===== src/rtl/wb_gpio_pkg.sv =====
// wb_gpio_ctrl shared definitions.
// Register offsets, data width and byte-lane merge helper.
package wb_gpio_pkg;

  localparam int REG_W = 32;

  localparam logic [7:0] OFS_IN   = 8'h00;
  localparam logic [7:0] OFS_OUT  = 8'h04;
  localparam logic [7:0] OFS_DIR  = 8'h08;
  localparam logic [7:0] OFS_SET  = 8'h0C;
  localparam logic [7:0] OFS_CLR  = 8'h10;
  localparam logic [7:0] OFS_IER  = 8'h14;
  localparam logic [7:0] OFS_IEF  = 8'h18;
  localparam logic [7:0] OFS_STAT = 8'h1C;

  // Take new_v bytes where sel is set, keep old_v bytes elsewhere.
  function automatic logic [REG_W-1:0] lane_merge(
    input logic [REG_W-1:0] old_v,
    input logic [REG_W-1:0] new_v,
    input logic [3:0]       sel
  );
    logic [REG_W-1:0] r;
    r = old_v;
    for (int k = 0; k < 4; k++) begin
      if (sel[k]) r[8*k +: 8] = new_v[8*k +: 8];
    end
    return r;
  endfunction

endpackage


===== src/rtl/gpio_sync_edge.sv =====
// Pin input synchroniser with edge detection.
// A SYNC_STAGES flop chain per pin followed by one history flop.
module gpio_sync_edge #(
  parameter int GPIO_W      = 16,
  parameter int SYNC_STAGES = 2
) (
  input  logic              clk_i,
  input  logic              rst_i,
  input  logic [GPIO_W-1:0] pin_i,
  output logic [GPIO_W-1:0] sync_o,
  output logic [GPIO_W-1:0] rise_o,
  output logic [GPIO_W-1:0] fall_o
);

  logic [GPIO_W-1:0] sync_q [SYNC_STAGES];
  logic [GPIO_W-1:0] prev_q;

  // Shift pins through the chain; remember last synchronised value.
  always_ff @(posedge clk_i) begin
    if (rst_i) begin
      for (int s = 0; s < SYNC_STAGES; s++) sync_q[s] <= '0;
      prev_q <= '0;
    end else begin
      sync_q[0] <= pin_i;
      for (int s = 1; s < SYNC_STAGES; s++) sync_q[s] <= sync_q[s-1];
      prev_q <= sync_q[SYNC_STAGES-1];
    end
  end

  assign sync_o = sync_q[SYNC_STAGES-1];
  assign rise_o = sync_o & ~prev_q;
  assign fall_o = ~sync_o & prev_q;

endmodule


===== src/rtl/wb_gpio_ctrl.sv =====
// Wishbone classic GPIO controller.
// Direction, set/clear, synchronised inputs and edge interrupts.
module wb_gpio_ctrl
  import wb_gpio_pkg::*;
#(
  parameter int          GPIO_W      = 16,
  parameter logic [31:0] BASE_ADDR   = 32'h0000_0200,
  parameter int          SYNC_STAGES = 2
) (
  input  logic              CLK_I,
  input  logic              RST_I,
  input  logic [31:0]       ADR_I,
  input  logic [31:0]       DAT_I,
  output logic [31:0]       DAT_O,
  input  logic              WE_I,
  input  logic [3:0]        SEL_I,
  input  logic              STB_I,
  input  logic              CYC_I,
  output logic              ACK_O,
  input  logic [GPIO_W-1:0] gpio_i,
  output logic [GPIO_W-1:0] gpio_o,
  output logic [GPIO_W-1:0] gpio_oe,
  output logic              irq_o
);

  logic [GPIO_W-1:0] out_q, out_d;
  logic [GPIO_W-1:0] dir_q, dir_d;
  logic [GPIO_W-1:0] ier_q, ier_d;
  logic [GPIO_W-1:0] ief_q, ief_d;
  logic [GPIO_W-1:0] stat_q, stat_d;
  logic [REG_W-1:0]  dat_q, dat_d;
  logic              ack_q, ack_d;
  logic              irq_q, irq_d;

  logic [GPIO_W-1:0] sync, rise, fall;
  logic [GPIO_W-1:0] msk, wdat, hw_set, w1c;
  logic [REG_W-1:0]  lane_m, rdata;
  logic              sel, acc;
  logic              unused_ok;

  gpio_sync_edge #(
    .GPIO_W     (GPIO_W),
    .SYNC_STAGES(SYNC_STAGES)
  ) u_sync (
    .clk_i (CLK_I),
    .rst_i (RST_I),
    .pin_i (gpio_i),
    .sync_o(sync),
    .rise_o(rise),
    .fall_o(fall)
  );

  assign sel    = CYC_I & STB_I & (ADR_I[31:8] == BASE_ADDR[31:8]);
  assign acc    = sel & ~ack_q;
  assign lane_m = lane_merge('0, '1, SEL_I);
  assign msk    = lane_m[GPIO_W-1:0];
  assign wdat   = DAT_I[GPIO_W-1:0] & msk;
  assign hw_set = (rise & ier_q) | (fall & ief_q);

  // Bits above the pin count are dropped on purpose.
  assign unused_ok = ^{DAT_I, lane_m};

  // Read mux; write-only and unmapped offsets read as zero.
  always_comb begin
    rdata = '0;
    case (ADR_I[7:0])
      OFS_IN:   rdata = REG_W'(sync);
      OFS_OUT:  rdata = REG_W'(out_q);
      OFS_DIR:  rdata = REG_W'(dir_q);
      OFS_IER:  rdata = REG_W'(ier_q);
      OFS_IEF:  rdata = REG_W'(ief_q);
      OFS_STAT: rdata = REG_W'(stat_q);
      default:  rdata = '0;
    endcase
  end

  // Next state: register writes, W1C with hardware set winning.
  always_comb begin
    out_d = out_q;
    dir_d = dir_q;
    ier_d = ier_q;
    ief_d = ief_q;
    w1c   = '0;
    if (acc & WE_I) begin
      case (ADR_I[7:0])
        OFS_OUT:  out_d = (out_q & ~msk) | wdat;
        OFS_DIR:  dir_d = (dir_q & ~msk) | wdat;
        OFS_SET:  out_d = out_q | wdat;
        OFS_CLR:  out_d = out_q & ~wdat;
        OFS_IER:  ier_d = (ier_q & ~msk) | wdat;
        OFS_IEF:  ief_d = (ief_q & ~msk) | wdat;
        OFS_STAT: w1c = wdat;
        default:  ;
      endcase
    end
    stat_d = (stat_q & ~w1c) | hw_set;
    dat_d  = (acc & ~WE_I) ? rdata : dat_q;
    ack_d  = acc;
    irq_d  = |stat_q;
  end

  // State registers with synchronous reset.
  always_ff @(posedge CLK_I) begin
    if (RST_I) begin
      out_q  <= '0;
      dir_q  <= '0;
      ier_q  <= '0;
      ief_q  <= '0;
      stat_q <= '0;
      dat_q  <= '0;
      ack_q  <= 1'b0;
      irq_q  <= 1'b0;
    end else begin
      out_q  <= out_d;
      dir_q  <= dir_d;
      ier_q  <= ier_d;
      ief_q  <= ief_d;
      stat_q <= stat_d;
      dat_q  <= dat_d;
      ack_q  <= ack_d;
      irq_q  <= irq_d;
    end
  end

  assign DAT_O   = dat_q;
  assign ACK_O   = ack_q;
  assign gpio_o  = out_q;
  assign gpio_oe = dir_q;
  assign irq_o   = irq_q;

endmodule


===== config.mk =====
export PLATFORM = sky130hd
export DESIGN_NAME = wb_gpio_ctrl
export DESIGN_NICKNAME = d
export VERILOG_FILES = /design/src/rtl/wb_gpio_pkg.sv /design/src/rtl/gpio_sync_edge.sv /design/src/rtl/wb_gpio_ctrl.sv
export SDC_FILE = /design/constraint.sdc
export NUM_CORES = 1
export LEC_CHECK = 0
export BUFFER_PORTS_ARGS = -buffer_cell sky130_fd_sc_hd__buf_2
export CAP_MARGIN = 5
export CORE_MARGIN = 2
export CORE_UTILIZATION = 54
export DETAILED_ROUTE_END_ITERATION = 6
export HOLD_SLACK_MARGIN = 0.06
export MAX_ROUTING_LAYER = met4
export PLACE_DENSITY = 0.87
export SYNTH_ARGS = -nofsm -noshare
export SYNTH_HDL_FRONTEND = slang
export SYNTH_HIERARCHICAL = 1
export SYNTH_SLANG_ARGS = --single-unit

===== constraint.sdc =====
create_clock -name CLK_I -period 2.1 [get_ports CLK_I]
set_input_delay 0.315 -clock CLK_I [delete_from_list [all_inputs] [get_ports CLK_I]]
set_output_delay 0.315 -clock CLK_I [all_outputs]
set_load 0.005 [all_outputs]

==> results of run 1 <==
[stage by stage]
stage | area [um2] | TNS (ns) | power [mW]
finish | 8020 | 0 | 6.23
global placement | 7410 | 0 | 3.19
CTS | 8020 | 0 | 6.26
detailed placement | 7410 | -0.0152 | 3.19
global route | 8020 | 0 | 6.43
floorplan | 6660 | 0 | 3.09
[power by group]
| part | switching (mW) | leakage, nW | internal, mW | total [mW] |
|---|---|---|---|---|
| clock | 1.16 | 0.292 | 1.93 | 3.09 |
| combinational | 0.184 | 2.15 | 0.132 | 0.315 |
| sequential | 0.0183 | 1.18 | 2.81 | 2.83 |
[metal layers]
metal  share of wire  vias up
met2            0.46      301
li1                -     2702
met5               0        -
met1            0.41     2656
met3           0.098       53
met4           0.030        0
[worst max-delay path by stage]
stage	to	slack, ns	depth (start not counted)
6_report	flip-flop	0.33	7
5_1_grt	flip-flop	0.22	7
4_1_cts	flip-flop	0.34	7
3_5_place_dp	flip-flop	-0.008	8
3_3_place_gp	stat_q[8]	0.005	6
2_1_floorplan	flip-flop	0.14	7
[area by class of cell]
| cell class | instances | area [um2] | share of cell area |
|---|---|---|---|
| multi-input cells | 496 | 3260 | 0.407 |
| well taps | 147 | 184 | 0.0229 |
| inverters | 1 | 3.75 | 0.000468 |
| repair buffers | 167 | 1030 | 0.129 |
| clock buffers | 20 | 457 | 0.0569 |
| flip-flops and latches | 146 | 2920 | 0.364 |
| clock inverters | 12 | 158 | 0.0197 |
[placed cells by master (no fill, tap or decap), types with 8 or more instances in the layout]
cell type / Yosys / layout
mux2_2: 9 / 9
dfxtp_1: 146 / 146
nor2b_1: 81 / 81
a21oi_1: 26 / 26
nor4_1: 23 / 23
nor3_1: 22 / 21
o22ai_1: 17 / 17
a31oi_1: 14 / 14
nand2_1: 30 / 30
buf_2: 5 / 119
buf_4: 33 / 42
a22oi_1: 8 / 8
nand2b_1: 16 / 16
o21bai_1: 14 / 14
clkbuf_16: 0 / 17
mux2i_1: 61 / 61
conb_1: 1 / 16
nor2_1: 79 / 79
a22o_1: 32 / 32
nand3_1: 8 / 8
[logic make-up (layout without fill, tap and decap cells)]
kind of cell | after synthesis | in the layout | synth area share
compound gates | 119 | 119 | 0.128
buf+inv | 75 | 200 | 0.0727
flops | 146 | 146 | 0.442
mux | 70 | 70 | 0.108
other cells | 1 | 16 | 0.000568
simple gates | 291 | 291 | 0.249
==> results.json, run 1 <==
{
  "synth_top_area_share": 0.442,
  "hold_depth": 2,
  "grt_busiest_layer": "met2",
  "post-synth-top-area-cell": "dfxtp_1",
  "synth.distinct_cells": 52,
  "first_global_vias": 5296,
  "post-place-ws_ns": -0.00829,
  "setup_viol": 0,
  "grt_max_degree": 92,
  "use_met2": 0.430,
  "first_pass_iters": 5,
  "dieArea_um2": 13100,
  "clock_sinks": 146,
  "fin_skew_ns": 0.00627,
  "rsz0062_at_grt": "no",
  "dp_hpwl_um": 11800,
  "crit_arrival_ns": 2.08,
  "drc": 0,
  "fmax_mhz": 565,
  "cts_made_buffers": 17,
  "pin_count": 155,
  "max_stage_delay_ns": 0.31,
  "coreArea_um2": 12000,
  "status": "finished, final reports clean",
  "cts_resized": 0,
  "ys_ff_latch": 146,
  "setup_slack_ns": 0.329,
  "cts_setup_buffers": 0,
  "use_met1": 0.342,
  "critPathTopFamily": "simple AND/OR/NAND/NOR gates",
  "cp_slowest_cell": "dfxtp_1",
  "cts_tree": "yes",
  "grt_usage": 0.279,
  "die_w_um": 115,
  "holdWs_ns": 0.0849,
  "crit_fanout": 8,
  "ys.flop_type": "dfxtp_1",
  "hold_path_startpoint": "gpio_i[6]",
  "row_count": 40,
  "power_density_nw_per_um2": 777,
  "num_antenna_cells": 0,
  "ys_async_sr_fraction": 0,
  "dp_cells": 957,
  "drt-total-wl_um": 17500,
  "hold_viol": 0,
  "ir_drop_v": 0.000517,
  "nNetsFinal": 918,
  "syn_area_per_cell_um2": 9.41,
  "hold_buffers": 0,
  "n_fill_cell": 919,
  "die_y_um": 115,
  "instances_no_fill": 989,
  "vias": 5712,
  "syn_area_um2": 6610,
  "worst-endpoint-required_ns": 2.41,
  "clockBufferDepth": 2,
  "fin_util": 0.671,
  "cap_violations": 0,
  "r2r.worst_path.cells": 7,
  "clock_latency_ns": 0.43,
  "synth-edff-count": 0,
  "place.port_buffers": 120,
  "start_util": 0.552,
  "slew_violations": 0,
  "crit_path_start_kind": "flip-flop",
  "synthToLayoutAreaGrowth_pct": 21.4,
  "antenna_found_initial": 0,
  "yosys_warnings": 6,
  "post-route-period-util": 0.843,
  "drive_above_1_share": 0.266,
  "hold_end": "u_sync/sync_q[0][6]",
  "crit_chain": "nor4_2 -> and4_1 -> buf_4 -> and4_1 -> buf_12 -> mux2i_1 -> nor2_1",
  "r2r_start": "ACK_O",
  "end_kind": "flip-flop",
  "h-tree-depth": 4,
  "critical_path_class": "flip-flop to flip-flop",
  "ant_nets": 0,
  "place_congestion": 0.912,
  "syn_inst": 702,
  "period_needed_ns": 1.77,
  "detail_route.wl_per_cell_um": 17.7,
  "total_leakage_power_nw": 3.63,
  "grt_use_met3": 0.0693,
  "synthTopCellsByArea": "dfxtp_1 44%, mux2i_1 9.2%, nor2b_1 7.7%, nor2_1 4.5%, a22o_1 4.2%",
  "synthTopCellsByCount": "146 x dfxtp_1, 81 x nor2b_1, 79 x nor2_1",
  "clock-root-buffer": "clkbuf_16",
  "hp-class": "primary input to flip-flop",
  "synth_seq_area_share": 0.442,
  "viasPerCell": 5.78,
  "drtIter0Drc": 586,
  "overflow": 0,
  "grt_pass1_wl_um": 27000,
  "synth_most_common_cell": "dfxtp_1",
  "worstSetupStartpoint": "ACK_O",
  "critPathBufInv": 2,
  "path_clk_slew_ns": 0.06,
  "rrSetupSlack_ns": 0.33,
  "cpMostUsedCell": "and4_1"
}
Note: power is estimated with default switching activity, not from simulation.
==> run 2, diff against run 1 <==
- clock period: 2.1 -> 1.79 ns (I/O delays scaled with it)
==> run 2 against run 1 <==
Against the previous run:
- the flow now finishes with violations (negative setup slack)
- count of clock-buffer cells in the layout fell by 3
- final area rose by 9.0%
- via count rose by 12%
- critical path depth did not move
- fmax fell by 5.4%
- sequential cell count did not move
- sequential power rose by 17%
- first-iteration DRC count rose by 45%
==> results.json, run 2 (same netlist as run 1, synthesis figures left out) <==
{
  "r2r.worst_path.cells": 7,
  "first_global_vias": 6115,
  "crit_fanout": 9,
  "hold_path_startpoint": "gpio_i[15]",
  "layout_commonest_cell": "dfxtp_1",
  "status": "finished, violations left",
  "path_clk_slew_ns": 0.06,
  "holdWs_ns": 0.103,
  "first_pass_iters": 6,
  "cts_tree": "yes",
  "critical_path_class": "flip-flop to flip-flop",
  "rrSetupSlack_ns": -0.08,
  "vias": 6370,
  "crit_path_start_kind": "flip-flop",
  "p_seq_frac": 0.425,
  "hold_depth": 2,
  "drtIter0Drc": 850,
  "detail_route.wl_per_cell_um": 21.5,
  "coreArea_um2": 12000,
  "nNetsFinal": 950,
  "fin_total_pwr_mw": 7.80,
  "post-route-period-util": 1.05,
  "violations": "negative setup slack",
  "final_area_um2": 8740,
  "fin_skew_ns": 0.00704,
  "slew_violations": 0,
  "fin_tns_setup_ns": -0.374,
  "grt_max_degree": 108,
  "hold_end": "u_sync/sync_q[0][15]",
  "mostFrequentLayoutCells": "145 x dfxtp_1, 119 x buf_2, 81 x nor2b_1",
  "dieArea_um2": 13100,
  "clock_sinks": 146,
  "clock_latency_ns": 0.43,
  "regToRegEndpoint": "gpio_o[14]",
  "place.port_buffers": 120,
  "clock-root-buffer": "clkbuf_16",
  "h-tree-depth": 4,
  "cap_violations": 0,
  "hold_viol": 0,
  "comb_power_share": 0.057,
  "power_density_nw_per_um2": 892,
  "p_switching_mw": 1.72,
  "antenna_found_initial": 0,
  "clockBufferDepth": 2,
  "setup_viol": 12,
  "start_util": 0.552,
  "drive_above_1_share": 0.327,
  "pin_count": 155,
  "hp-class": "primary input to flip-flop",
  "drt-total-wl_um": 21900,
  "drc": 0,
  "fmax_mhz": 534,
  "grt_pass1_wl_um": 31500,
  "die_y_um": 115,
  "cts_made_buffers": 17,
  "worst-endpoint-required_ns": 2.14,
  "period_needed_ns": 1.87,
  "dp_hpwl_um": 12000,
  "overflow": 0,
  "dpl-instance-area_um2": 7530,
  "total_leakage_power_nw": 3.83,
  "clockPowerShare": 0.518,
  "instances_no_fill": 1019,
  "row_count": 40,
  "synthToLayoutAreaGrowth_pct": 32.3,
  "r2r_start": "ACK_O",
  "ir_drop_v": 0.000550,
  "setup_slack_ns": -0.0818,
  "crit_arrival_ns": 2.22,
  "grt_usage": 0.325,
  "place_congestion": 0.917,
  "switching_share": 0.220,
  "viasPerCell": 6.25,
  "post-place-ws_ns": -0.273,
  "rsz0062_at_grt": "yes",
  "end_kind": "flip-flop",
  "ant_nets": 0,
  "p_int_mw": 6.08,
  "fin_util": 0.731,
  "num_antenna_cells": 0,
  "dp_cells": 965,
  "die_w_um": 115
}
## run 2: cell types whose count changed in the layout (fill, tap and decap cells not counted), sizes merged
cell,previous run,this run
bufinv,3,6
clkinv,6,4
buf,167,184
clkinvlp,3,2
inv,1,2
dlygate4sd3,0,15
clkbuf,20,17
## run 2: final cells by class
cell class                 instances  area (um2)
multi-input combinational        496        3590
inverter                           1        3.75
sequential                       146        2920
fill                             742        3220
timing repair buffer             199        1380
clock buffer                      17         425
tap                              147         184
clock inverter                    13         235
## run 2: layer usage
metal  global-route usage  up-vias  wire, um  part of all wire
met2                0.518      518     10100              0.46
met4                0.161        0      1180             0.054
met3               0.0911      131      2490              0.11
met1                0.377     2957      8110              0.37
li1                     -     2764         -                 -
met5                    -        -         0                 0
## run 2: worst max-delay path: stages (launching register included)
cell	delay (ns)
dfxtp_2	0.33
nor4_4	0.14
and4_1	0.25
buf_6	0.13
nand4_1	0.12
or3b_4	0.45
buf_8	0.16
o22ai_2	0.20
## run 2: worst max path at each step
stage	start	endpoint	slack [ns]
4_1_cts	ACK_O	gpio_o[1]	-0.11
6_report	ACK_O	gpio_o[14]	-0.08
3_5_place_dp	ADR_I[5]	flip-flop	-0.27
3_3_place_gp	ADR_I[5]	flip-flop	-0.23
2_1_floorplan	ADR_I[5]	flip-flop	-0.12
5_1_grt	ACK_O	gpio_o[14]	-0.11
## run 2: what timing repair did
item	CTS	global route
pin swaps	9	6
resized for setup	41	20
setup endpoints to repair	46	88
buffers inserted	9	3
hold buffers	15	0
endpoints found under the hold margin	15	0
## run 2: power by group through the flow
stage	logic, mW	registers (mW)	clock network, mW
after floorplan	0.245	3.38	0
final	0.441	3.32	4.04
after detailed placement	0.374	3.38	0
after global routing	0.463	3.32	4.18
after CTS	0.415	3.31	4.01
after global placement	0.368	3.38	0
==> run 3, diff against run 2 <==
--- a/config.mk
+++ b/config.mk
@@ -10,3 +10,3 @@
 export CORE_MARGIN = 2
-export CORE_UTILIZATION = 54
+export CORE_UTILIZATION = 49
 export DETAILED_ROUTE_END_ITERATION = 6
@@ -14,3 +14,3 @@
 export MAX_ROUTING_LAYER = met4
-export PLACE_DENSITY = 0.87
+export PLACE_DENSITY = 0.84
 export SYNTH_ARGS = -nofsm -noshare
==> constraint.sdc (replaced) <==
create_clock -name CLK_I -period 1.6 [get_ports CLK_I]
set_input_delay 0.24 -clock CLK_I [delete_from_list [all_inputs] [get_ports CLK_I]]
set_output_delay 0.24 -clock CLK_I [all_outputs]
set_load 0.05 [all_outputs]
==> run 3 against run 2 <==
Against the previous run:
- the flow still finishes with violations (negative setup slack)
- non-clock buffer count up 2
- routed wire length down 5.9%
- first-iteration DRC count down 4.8%
- clock skew about the same
- final cell count up 3.2%
- via count down 2.7%
- power up 9.3%
- combinational power up 31%
- sequential power up 12%
- highest routed layer unchanged
==> results.json, run 3 (same netlist as run 1, synthesis figures left out) <==
{
  "status": "finished, violations left",
  "violations": "negative setup slack",
  "coreArea_um2": 13200,
  "critical_path_class": "flip-flop to flip-flop",
  "end_kind": "flip-flop",
  "rsz0062_at_grt": "yes",
  "vias": 6197,
  "clock-root-buffer": "clkbuf_16",
  "post-place-ws_ns": -0.427,
  "crit_arrival_ns": 2.13,
  "fin_skew_ns": 0.00679,
  "holdWs_ns": 0.102,
  "clockBufferDepth": 2,
  "multi_input_area_um2": 3710,
  "drc": 0,
  "layout_commonest_cell": "dfxtp_1",
  "h-tree-depth": 4,
  "ir_drop_v": 0.000760,
  "r2r.worst_path.cells": 7,
  "worst-endpoint-required_ns": 1.91,
  "synthToLayoutAreaGrowth_pct": 35.1,
  "r2r_start": "ACK_O",
  "fin_util": 0.677,
  "place.port_buffers": 120,
  "antenna_found_initial": 0,
  "detail_route.wl_per_cell_um": 19.6,
  "clock_sinks": 146,
  "crit_fanout": 9,
  "total_leakage_power_nw": 3.87,
  "regToRegEndpoint": "gpio_o[0]",
  "fmax_mhz": 548,
  "setup_slack_ns": -0.224,
  "hold_depth": 3,
  "grt_pass1_wl_um": 29100,
  "drtIter0Drc": 809,
  "mostFrequentLayoutCells": "145 x dfxtp_1, 119 x buf_2, 81 x nor2b_1",
  "num_antenna_cells": 0,
  "die_w_um": 120,
  "n_fill_cell": 931,
  "overflow": 0,
  "hold_viol": 0,
  "place_congestion": 0.953,
  "clock_latency_ns": 0.43,
  "grt_max_degree": 62,
  "post-route-period-util": 1.14,
  "pin_count": 155,
  "row_count": 42,
  "drive_above_1_share": 0.337,
  "drt-total-wl_um": 20600,
  "setup_viol": 87,
  "first_pass_iters": 6,
  "slew_violations": 0,
  "hold_path_startpoint": "DAT_I[5]",
  "power_density_nw_per_um2": 955,
  "tightest_slew_ns": 0.792,
  "cts_made_buffers": 17,
  "slew_headroom": 0.470,
  "crit_path_start_kind": "flip-flop",
  "grt_usage": 0.268,
  "hp-class": "primary input to flip-flop",
  "nNetsFinal": 952,
  "first_global_vias": 5733,
  "dp_hpwl_um": 12700,
  "path_clk_slew_ns": 0.06,
  "cts_tree": "yes",
  "ff_latch_area_um2": 2930,
  "ant_nets": 0,
  "viasPerCell": 5.89,
  "die_y_um": 120,
  "cap_violations": 0,
  "rrSetupSlack_ns": -0.22,
  "period_needed_ns": 1.82,
  "dieArea_um2": 14400,
  "start_util": 0.501
}
==> run 3: cell count changes in the layout (fill, tap and decap cells not counted), sizes merged <==
cell	delta
clkbuf	+7
bufinv	-2
inv	-1
dlygate4sd3	+1
buf	-1
==> run 3: how the worst max path moves through the flow <==
stage / endpoint / from / slack [ns]
after global placement: flip-flop / ADR_I[5] / -0.37
final: gpio_o[0] / ACK_O / -0.22
after floorplan: flip-flop / ADR_I[5] / -0.28
after detailed placement: gpio_o[15] / ADR_I[5] / -0.43
after CTS: flip-flop / ACK_O / -0.08
after global routing: gpio_o[0] / ACK_O / -0.28
==> run 3: timing repair <==
item / in CTS / in global routing
hold endpoints to repair: 16 / 0
gates resized for setup: 21 / 44
pin swaps: 8 / 6
hold buffers: 16 / 0
buffers inserted: 2 / 3
setup endpoints to repair: 79 / 96
cloned: 0 / 3
==> run 3: per-stage QoR <==
| step | area (um2) | cells | power, mW | TNS [ns] |
|---|---|---|---|---|
| CTS | 8590 | 1046 | 8.50 | -2.45 |
| floorplan | 6850 | 717 | 4.13 | -19.11 |
| global route | 8920 | 1052 | 8.74 | -14.84 |
| global placement | 7690 | 996 | 4.28 | -30.22 |
| detailed placement | 7690 | 996 | 4.29 | -33.63 |
| finish | 8920 | 1052 | 8.52 | -6.94 |
==> run 3: worst max-delay path, cell delays in order, from the launching register on <==
cell       delay [ns]
dfxtp_4          0.35
nor4_4           0.16
and4_4           0.31
buf_6            0.12
o2111ai_1        0.19
buf_4            0.26
a21oi_1          0.21
o22ai_2          0.10
==> run 3: layer usage <==
layer	vias up	part of all wire	track usage
li1	2772	-	-
met1	2903	0.39	0.322
met2	422	0.47	0.425
met3	100	0.098	0.0613
met4	0	0.041	0.132
met5	-	0	-
==> run 3: power by group <==
part	internal [mW]	switching (mW)
Combinational	0.218	0.358
Clock	2.72	1.52
Sequential	3.68	0.0270
Total	6.62	1.90
==> run 3: area by class of cell <==
type	count	area share
multi-input cells	496	0.415
flip-flops and latches	146	0.328
repair buffers	201	0.161
clock buffers	22	0.0531
well taps	176	0.0247
clock inverters	10	0.0174
inverters	1	0.000421
